File: config.mk
export PLATFORM = sky130hd
export DESIGN_NAME = seq_alu_unit
export DESIGN_NICKNAME = d
export VERILOG_FILES = /design/src/rtl/seq_alu_unit.sv
export SDC_FILE = /design/constraint.sdc
export NUM_CORES = 1
export LEC_CHECK = 0
export ABC_AREA = 1
export CAP_MARGIN = 10
export CORE_MARGIN = 5
export CORE_UTILIZATION = 54
export CTS_CLUSTER_DIAMETER = 30
export DETAILED_ROUTE_END_ITERATION = 8
export GPL_TIMING_DRIVEN = 0
export PLACE_DENSITY_LB_ADDON = 0.15
export SLEW_MARGIN = 15
export SYNTH_ARGS = -nofsm -noshare
export SYNTH_HDL_FRONTEND = slang
export SYNTH_SLANG_ARGS = --single-unit
export TNS_END_PERCENT = 10
File: constraint.sdc
create_clock -name clk -period 2.7 [get_ports clk]
set_clock_uncertainty 0.2 [all_clocks]
set_input_delay 0.54 -clock clk [delete_from_list [all_inputs] [get_ports clk]]
set_output_delay 0.54 -clock clk [all_outputs]
set_load 0.05 [all_outputs]
File: src/rtl/seq_alu_unit.sv
// seq_alu_unit: multi-cycle signed ALU (add, sub, rem, mul) with valid/ready on both sides.
// Optional build macro ALU_MUL_EARLY_TERM_EN lets mul stop once the remaining multiplier is zero.
module seq_alu_unit #(
    parameter int WIDTH = 8
) (
    input  logic               clk,
    input  logic               rst_n,
    input  logic               in_valid,
    output logic               in_ready,
    input  logic [WIDTH-1:0]   a,
    input  logic [WIDTH-1:0]   b,
    input  logic [1:0]         op,
    output logic               out_valid,
    input  logic               out_ready,
    output logic [2*WIDTH-1:0] result,
    output logic               sign_flag,
    output logic               overflow,
    output logic               zero_flag,
    output logic               div_zero
);

    localparam int RW = 2 * WIDTH;
    localparam int CW = $clog2(WIDTH) + 1;

    typedef enum logic [1:0] {
        S_IDLE,
        S_EXEC,
        S_FINAL,
        S_DONE
    } state_t;

    typedef enum logic [1:0] {
        OP_ADD = 2'b00,
        OP_SUB = 2'b01,
        OP_REM = 2'b10,
        OP_MUL = 2'b11
    } op_t;

    state_t           state;
    state_t           next_state;
    op_t              op_q;
    logic [WIDTH-1:0] a_q;
    logic [WIDTH-1:0] b_q;
    logic [WIDTH-1:0] mag_b_q;
    logic [WIDTH-1:0] rem_r;
    logic [WIDTH-1:0] rem_q;
    logic [RW-1:0]    mul_acc;
    logic [RW-1:0]    mul_cand;
    logic [CW-1:0]    iter_cnt;
    logic             neg_q;
    logic             b_zero_q;

    logic             accept;
    logic             last_iter;
    logic [WIDTH-1:0] abs_a;
    logic [WIDTH-1:0] abs_b;
    logic [WIDTH:0]   a_ext;
    logic [WIDTH:0]   b_ext;
    logic [WIDTH:0]   addsub_sum;
    logic [RW-1:0]    addsub_res;
    logic [RW-1:0]    mul_acc_nx;
    logic [WIDTH-1:0] mb_shift;
    logic [WIDTH:0]   rem_trial;
    logic             rem_fits;
    logic [WIDTH-1:0] rem_diff;
    logic [WIDTH-1:0] rem_r_nx;
    logic [RW-1:0]    rem_ext;
    logic [RW-1:0]    fin_res;
    logic             fin_ovf;

    assign in_ready  = (state == S_IDLE);
    assign out_valid = (state == S_DONE);
    assign accept    = in_valid && in_ready;
    assign sign_flag = result[RW-1];

    // Magnitudes are WIDTH-bit unsigned, so the most negative operand maps cleanly.
    assign abs_a = a[WIDTH-1] ? -a : a;
    assign abs_b = b[WIDTH-1] ? -b : b;

    assign a_ext      = {a_q[WIDTH-1], a_q};
    assign b_ext      = {b_q[WIDTH-1], b_q};
    assign addsub_sum = (op_q == OP_SUB) ? (a_ext - b_ext) : (a_ext + b_ext);
    assign addsub_res = {{(WIDTH-1){addsub_sum[WIDTH]}}, addsub_sum};

    assign mul_acc_nx = mag_b_q[0] ? (mul_acc + mul_cand) : mul_acc;
    assign mb_shift   = mag_b_q >> 1;

    // Restoring step: remainder stays below |b|, so only the compare needs the extra bit.
    assign rem_trial = {rem_r, rem_q[WIDTH-1]};
    assign rem_fits  = (rem_trial >= {1'b0, mag_b_q});
    assign rem_diff  = rem_trial[WIDTH-1:0] - mag_b_q;
    assign rem_r_nx  = rem_fits ? rem_diff : rem_trial[WIDTH-1:0];
    assign rem_ext   = {{WIDTH{1'b0}}, rem_r};

`ifdef ALU_MUL_EARLY_TERM_EN
    assign last_iter = (iter_cnt == CW'(WIDTH - 1)) || ((op_q == OP_MUL) && (mb_shift == '0));
`else
    assign last_iter = (iter_cnt == CW'(WIDTH - 1));
`endif

    always_comb begin
        fin_res = '0;
        case (op_q)
            OP_ADD, OP_SUB: fin_res = addsub_res;
            OP_REM: begin
                if (b_zero_q)
                    fin_res = {{WIDTH{a_q[WIDTH-1]}}, a_q};
                else
                    fin_res = neg_q ? -rem_ext : rem_ext;
            end
            OP_MUL:  fin_res = neg_q ? -mul_acc : mul_acc;
            default: fin_res = '0;
        endcase
        fin_ovf = (op_q != OP_REM) &&
                  !((&fin_res[RW-1:WIDTH-1]) || (~|fin_res[RW-1:WIDTH-1]));
    end

    always_ff @(posedge clk) begin
        if (!rst_n)
            state <= S_IDLE;
        else
            state <= next_state;
    end

    // add/sub skip the iteration phase and go straight to the finalise edge.
    always_comb begin
        next_state = state;
        case (state)
            S_IDLE:  if (in_valid) next_state = op[1] ? S_EXEC : S_FINAL;
            S_EXEC:  if (last_iter) next_state = S_FINAL;
            S_FINAL: next_state = S_DONE;
            S_DONE:  if (out_ready) next_state = S_IDLE;
            default: next_state = S_IDLE;
        endcase
    end

    always_ff @(posedge clk) begin
        if (!rst_n) begin
            op_q      <= OP_ADD;
            a_q       <= '0;
            b_q       <= '0;
            mag_b_q   <= '0;
            rem_r     <= '0;
            rem_q     <= '0;
            mul_acc   <= '0;
            mul_cand  <= '0;
            iter_cnt  <= '0;
            neg_q     <= 1'b0;
            b_zero_q  <= 1'b0;
            result    <= '0;
            overflow  <= 1'b0;
            zero_flag <= 1'b0;
            div_zero  <= 1'b0;
        end else begin
            case (state)
                S_IDLE: begin
                    if (accept) begin
                        op_q     <= op_t'(op);
                        a_q      <= a;
                        b_q      <= b;
                        mag_b_q  <= abs_b;
                        rem_r    <= '0;
                        rem_q    <= abs_a;
                        mul_acc  <= '0;
                        mul_cand <= {{WIDTH{1'b0}}, abs_a};
                        iter_cnt <= '0;
                        b_zero_q <= (b == '0);
                        neg_q    <= op[0] ? (a[WIDTH-1] ^ b[WIDTH-1]) : a[WIDTH-1];
                    end
                end
                S_EXEC: begin
                    iter_cnt <= iter_cnt + CW'(1);
                    if (op_q == OP_MUL) begin
                        mul_acc  <= mul_acc_nx;
                        mul_cand <= mul_cand << 1;
                        mag_b_q  <= mb_shift;
                    end else if (!b_zero_q) begin
                        rem_r <= rem_r_nx;
                        rem_q <= {rem_q[WIDTH-2:0], rem_fits};
                    end
                end
                S_FINAL: begin
                    result    <= fin_res;
                    overflow  <= fin_ovf;
                    zero_flag <= (fin_res == '0);
                    div_zero  <= (op_q == OP_REM) && b_zero_q;
                end
                default: ;
            endcase
        end
    end

endmodule

Word level (Yosys, flattened, before mapping)
Cells that the tools add are included.
Widths: inputs -> output; s select.

storage, ports and cells
  memory bits (writable) = 0
  memories kept = 0
  latch bits = 0
  output and inout port bits = 22
  word-level logic and storage cells = 97
  bits of input ports = 22
  memory bits (read-only) = 0
  flip-flop bits (word level) = 101

cells by class
  bitwise operators = 1
  equal/unequal tests = 16
  div/mod/pow operators = 0
  reductions and logical operators = 20
  muxes and demuxes = 34
  shifts and indexed selects = 0
  multipliers = 0
  magnitude comparators = 1
  add/sub/neg operators = 9

operator list
  cell                number
  $mux 16             8
  $mux 8              11
  $pmux 16 s2         2
  $pmux 16 s3         1
  $pmux 8 s2          3
  $add 16x16->16      1
  $logic_not 16->1    1
  $neg 16->16         1
  $neg 8->16          1
  $neg 8->8           2
  $ne 2x2->1 const B  7
  $add 8x8->9         1
  $ge 9x8->1          1
  $mux 9              1
  $reduce_and 9->1    1
  $reduce_or 9->1     1
  $sub 8x8->9         1
  $eq 2x2->1 const B  4
  $logic_not 8->1     1
  $mux 2              4
  $pmux 2 s4          1
  $pmux 4 s2          1
  $reduce_and 4->1    2
  $sub 8x8->8         1
  other kinds (15)    23

Longest topological paths before layout
  depth in word-level cells = 9
  depth in mapped cells = 21
  gate-level depth less buffers = 21

Least setup slack after synthesis
Ideal clock, no wire load.

  path type = register -> register
  start point = register op_q[0]
  end point = register overflow
  library setup time = 0.117 ns
  stages on the path, launching flop included = 21
  setup slack = -0.088 ns
  data required time = 2.383 ns
  data arrival time = 2.471 ns
  period minus slack after synthesis = 2.788 ns
  buffers on the path = 1
  path through = dfxtp_1 -> inv_1 -> nor2_2 -> inv_1 -> o21ai_0 -> xor2_1 -> inv_1 -> ha_1 -> a21oi_1 -> o21ai_0 -> inv_1 -> nand2_1 -> inv_1 -> nand3_1 -> nand3_2 -> buf_6 -> nand3_1 -> nor2_2 -> nand3_1 -> nand3_1 -> a21oi_1

on the way
  longest elaborated chain between the ends = 8
  elaborated cells between the ends (all ways) = 14
  those cells by class = 4 x eq/ne; 2 x mux; 8 x reduce/logical

RTL lines
  what                                           line     text
  from (decl)                                    41       op_t op_q;
  from (signal assigned)                         158      op_q <= op_t'(op);
  $eq 2x1->1 or $logic_not 2->1 (tied branches)  82, 103
  $mux 9 or $reduce_or 2->1 (tied branches)      82, 103
  $pmux 16 s3                                    103      case (op_q)
  $reduce_or 9->1                                115      !((&fin_res[RW-1:WIDTH-1]) || (~|fin_res[RW-1:WIDTH-1]));
  $logic_not 1->1                                115
  $logic_or 1x1->1                               115
  $logic_not 1->1                                115
  $logic_and 1x1->1 (*)                          114      fin_ovf = (op_q != OP_REM) &&
  to (signal assigned)                           184      overflow <= fin_ovf;
  to (decl)                                      17       output logic overflow,

Mark *: on every way between the ends. The rest lies on a longest branch, timed or not.
A chain may end at the register's enable or synchronous reset.

Worst setup path in the final report
  start point = register b_q[0]
  end point = register zero_flag

on the way
  longest elaborated chain between the ends = 4
  elaborated cells between the ends (all ways) = 5
  those cells by class = 2 x add/sub; 2 x mux; 1 x reduce/logical

RTL lines
  what                                        line  text
  from (decl)                                 43    logic [WIDTH-1:0] b_q;
  from (signal assigned)                      141   b_q <= '0;
  from (signal assigned)                      160   b_q <= b;
  $add 8x8->9 or $sub 8x8->9 (tied branches)  82    assign addsub_sum = (op_q == OP_SUB) ? (a_ext - b_ext) : (a_ext + b_ext);
  $mux 9 (*)                                  82
  $pmux 16 s3 (*)                             103
  $logic_not 16->1 (*)                        185   zero_flag <= (fin_res == '0);
  to (signal assigned)                        185
  to (decl)                                   18    output logic zero_flag,

Marked as above.

==> Flow_metrics.wiki <==
{| class="wikitable"
! Metric !! Value
|-
| Number of remaining DRC errors || 0
|-
| Clock tree root buffer cell || sky130_fd_sc_hd__clkbuf_16
|-
| Simple-gate share of the synthesized area || between 20 and 30%
|-
| Die outline height || 122 µm
|-
| Post-route antenna net violation count || 0
|-
| Maximum fanout along the worst path || 5
|-
| First-pass GRT wire length || 31600 µm
|-
| Final Hold Fails || 0
|-
| Nets@finish || 1177
|-
| Setup repair after global routing missed its margin || true
|-
| Initial antenna violation count || 1
|-
| H-tree levels || 3
|-
| Average detailed-routed wire length per instance || 15.4 µm
|-
| Vias in the first global route || ~6500
|-
| Timing-limited maximum frequency || roughly 0.33 GHz
|-
| Quantity of I/O buffers inserted on ports || 40
|-
| Compound-Gate Fraction of Synth Area || between 20% and 30%
|-
| Maximum number of pins on one net before global-route repair || 18
|-
| Die span in x || 122 µm
|-
| Worst rel slew slack || between 50% and 60%
|-
| GP Congestion || 0.950
|-
| Remaining global-route overflow || 0
|-
| Synth Register Bits || 101
|-
| Routed wire length || 19800 µm
|-
| Count of flip-flops with a built-in enable after synthesis || 0
|-
| Fraction of synthesis flops using an asynchronous set or reset pin || 0%
|-
| Start point of the critical path || b_q[0]$_SDFFE_PN0P_
|-
| Via-to-Cell Ratio || roughly 5.5
|-
| Arrival @ worst endpoint || 3.12 ns
|-
| Launch instance of the worst min-delay path || zero_flag$_SDFFE_PN0P_
|-
| DRT iter0 DRCs || 521
|-
| Syn nets || approximately 1100
|-
| Ratio of cells with drive above 1 in the final layout || 13.4%
|-
| Placeable core area || 0.0125 mm²
|-
| Cell types occupying the most area after synthesis || sky130_fd_sc_hd__dfxtp_1, sky130_fd_sc_hd__nand2_1, sky130_fd_sc_hd__a21oi_1, sky130_fd_sc_hd__ha_1, sky130_fd_sc_hd__o21ai_0
|-
| Clock transition at path regs || 0.08 ns
|-
| Synthesized instance count || 1040
|-
| Tightest Hold Check Type || register to register
|-
| Area Growth Syn to Fin || 21.1%
|-
| Total number of vias || 7134
|-
| Power per Cell Area || 1360 mW/mm²
|-
| Slew at the pin closest to its max-slew limit || 0.701 ns
|-
| CTS tree || yes
|-
| Average size of a mapped cell || approximately 6.5 µm²
|-
| Setup Crit Path Kind || register to register
|-
| Largest area contributor in the synthesized netlist || sky130_fd_sc_hd__dfxtp_1
|-
| Start of the worst register-to-register path || b_q[0]$_SDFFE_PN0P_
|-
| Setup violations, final || 10
|-
| Commonest cells in the synthesized netlist || sky130_fd_sc_hd__nand2_1, sky130_fd_sc_hd__a21oi_1, sky130_fd_sc_hd__inv_1
|-
| Critical path capture point type || register
|-
| Result of the run || complete, but fails checks
|-
| Total CTS buffers || 9
|-
| Violations in the final reports || negative setup slack
|-
| Final number of max-transition violations || 0
|-
| First-pass detailed-route iteration total || 5
|-
| Multiplexer fraction of the synthesized cell area || 0%
|-
| Yosys cell types || 42
|-
| Post-Synth Adder-Cell Area || 8.64%
|-
| Detailed Place HPWL || approximately 15000 µm
|-
| PnR Total Power || 11100 µW
|-
| Bufs on Longest Clock Path || 2
|-
| Cell area after synthesis || between 0.006 and 0.007 mm²
|-
| Main combinational cell family by area after synthesis || simple AND/OR/NAND/NOR gates
|-
| Final critical-path share of the clock period || 112%
|-
| Max-cap violations || 0
|-
| Warnings from Yosys || 0
|-
| Minimum setup slack after placement || -0.473 ns
|-
| Worst skew pair latency || roughly 0.36 ns
|-
| Sequential area share after synthesis || 29.8%
|-
| Final worst slack || -0.330 ns
|-
| Most used standard cell by instance count after synthesis || sky130_fd_sc_hd__nand2_1
|-
| Leakage || 0.00358 µW
|-
| Primary flip-flop cell chosen by synthesis mapping || sky130_fd_sc_hd__dfxtp_1
|-
| Number of placed I/O pins || 44
|-
| Initial Util || 54.4%
|-
| Number of buffers inserted by hold repair at cts || 0
|-
| Die area || between 0.01 and 0.015 mm²
|-
| Final critical path time including I/O delays and setup || 3.03 ns
|-
| Xor/xnor cell area share of the yosys netlist || 1.94%
|-
| Maximum vdd ir drop || 0.750 mV
|-
| Tot GR Track Use || a little over a quarter
|-
| Area share of the leading cell type in the synthesized netlist || 29.8%
|-
| Critical path data required time || 2.79 ns
|-
| Worst setup SP type || register
|-
| Accumulated negative setup slack || -1.58 ns
|-
| TritonCTS Sinks || just over 100
|-
| Std-Cell Rows || 41
|}
## layer usage
| layer | GRT usage, % | up-vias | share of wire [%] |
|---|---|---|---|
| met5 | 0 | - | 0 |
| met4 | 12.6 | 0 | 3.1 |
| met3 | 3.95 | 42 | 5.7 |
| met2 | 41.7 | 204 | 45 |
| met1 | 36.0 | 3270 | 46 |
| li1 | - | 3618 | - |
## sequential cells by signal (all words and copies together) (netlist names)
signal / flops
a_q: 8
mul_cand: 16
op_q: 2
mag_b_q: 8
state: 2
overflow: 1
b_zero_q: 1
rem_q: 8
div_zero: 1
zero_flag: 1
b_q: 8
result: 16
rem_r: 8
mul_acc: 16
neg_q: 1
iter_cnt: 4
## final timing paths
path                       endpoint  slack [ns]  cells after the start
max reg2reg  zero_flag$_SDFFE_PN0P_       -0.33                     18
max          zero_flag$_SDFFE_PN0P_       -0.33                     18
min          zero_flag$_SDFFE_PN0P_        0.27                      2
min reg2reg  zero_flag$_SDFFE_PN0P_        0.27                      2
## cells in the final DEF (no fill, tap or decap), types with 3 or more instances in the layout
| cell type | count |
|---|---|
| sky130_fd_sc_hd__nand2_2 | 15 |
| sky130_fd_sc_hd__nor2_4 | 8 |
| sky130_fd_sc_hd__o21ai_2 | 8 |
| sky130_fd_sc_hd__a21oi_1 | 140 |
| sky130_fd_sc_hd__inv_1 | 111 |
| sky130_fd_sc_hd__a21oi_2 | 7 |
| sky130_fd_sc_hd__nand3b_1 | 4 |
| sky130_fd_sc_hd__a31oi_1 | 4 |
| sky130_fd_sc_hd__nand3_1 | 64 |
| sky130_fd_sc_hd__o21ai_0 | 81 |
| sky130_fd_sc_hd__buf_2 | 6 |
| sky130_fd_sc_hd__ha_1 | 36 |
| sky130_fd_sc_hd__buf_4 | 20 |
| sky130_fd_sc_hd__dfxtp_1 | 96 |
| sky130_fd_sc_hd__inv_2 | 12 |
| sky130_fd_sc_hd__nor2_2 | 9 |
| sky130_fd_sc_hd__clkbuf_16 | 9 |
| sky130_fd_sc_hd__o31ai_1 | 3 |
| sky130_fd_sc_hd__o21ai_1 | 7 |
| sky130_fd_sc_hd__nand3_2 | 9 |
| sky130_fd_sc_hd__dfxtp_4 | 3 |
| sky130_fd_sc_hd__nand2_4 | 3 |
| sky130_fd_sc_hd__nor3_1 | 17 |
| sky130_fd_sc_hd__xor2_1 | 10 |
| sky130_fd_sc_hd__clkdlybuf4s50_1 | 39 |
| sky130_fd_sc_hd__xnor2_1 | 4 |
| sky130_fd_sc_hd__nor2_1 | 95 |
| sky130_fd_sc_hd__or2_2 | 7 |
| sky130_fd_sc_hd__o211ai_1 | 14 |
| sky130_fd_sc_hd__nand2_1 | 192 |
| sky130_fd_sc_hd__nand4_1 | 5 |
| sky130_fd_sc_hd__ha_4 | 6 |
| sky130_fd_sc_hd__clkbuf_1 | 24 |
| sky130_fd_sc_hd__buf_6 | 6 |
| sky130_fd_sc_hd__o221ai_1 | 4 |
## report_power, final
group,internal [µW],switching [µW]
Clock,753,610
Combinational,2870,4600
Sequential,1920,390
Total,5540,5600
## worst max-delay path, cell delays in order (launching register included)
cell	delay, ns
sky130_fd_sc_hd__dfxtp_4	0.37
sky130_fd_sc_hd__nor3_4	0.21
sky130_fd_sc_hd__nand2_2	0.09
sky130_fd_sc_hd__nor2_1	0.14
sky130_fd_sc_hd__a31oi_1	0.12
sky130_fd_sc_hd__xor2_1	0.18
sky130_fd_sc_hd__ha_1	0.34
sky130_fd_sc_hd__a21oi_2	0.19
sky130_fd_sc_hd__o21ai_2	0.08
sky130_fd_sc_hd__inv_1	0.07
sky130_fd_sc_hd__nand2_2	0.06
sky130_fd_sc_hd__inv_2	0.05
sky130_fd_sc_hd__nand3_2	0.07
sky130_fd_sc_hd__nand3_4	0.11
sky130_fd_sc_hd__buf_6	0.14
sky130_fd_sc_hd__nand3_2	0.07
sky130_fd_sc_hd__nor2_2	0.14
sky130_fd_sc_hd__nand4_1	0.16
sky130_fd_sc_hd__a21oi_1	0.16
## timing repair
action	in CTS	in global routing
buffers inserted	12	6
pin swaps	26	34
resized for setup	41	57
endpoints found under the setup margin	14	52
gates cloned	1	0
## per-stage QoR
step                      utilization (%)  std cells  cell area [µm²]  hold WS [ns]
after floorplan                         -       1040             6820         0.244
after global placement               59.6       1252             7430         0.254
after detailed placement             59.6       1252             7430         0.258
after CTS                            64.0       1281             7980         0.273
after global routing                 65.9       1288             8210         0.287
final                                65.9       1288             8210         0.270
## kinds of logic after synthesis
group | after synthesis
simple gates | 434
compound gates | 281
buf+inv | 164
flops | 101
fa+ha+maj | 45
xor+xnor | 15
## area by class of cell
type                            instances  area (µm²)
Multi-Input combinational cell        775        4420
Fill cell                            1152        4250
Sequential cell                       101        2040
Timing Repair Buffer                   59         557
Inverter                              124         468
Clock buffer                           10         239
Tap cell                              172         215
Buffer                                 40         200
Clock inverter                          6        70.1
Antenna cell                            1        2.50
(Power assumes the default switching activity.)
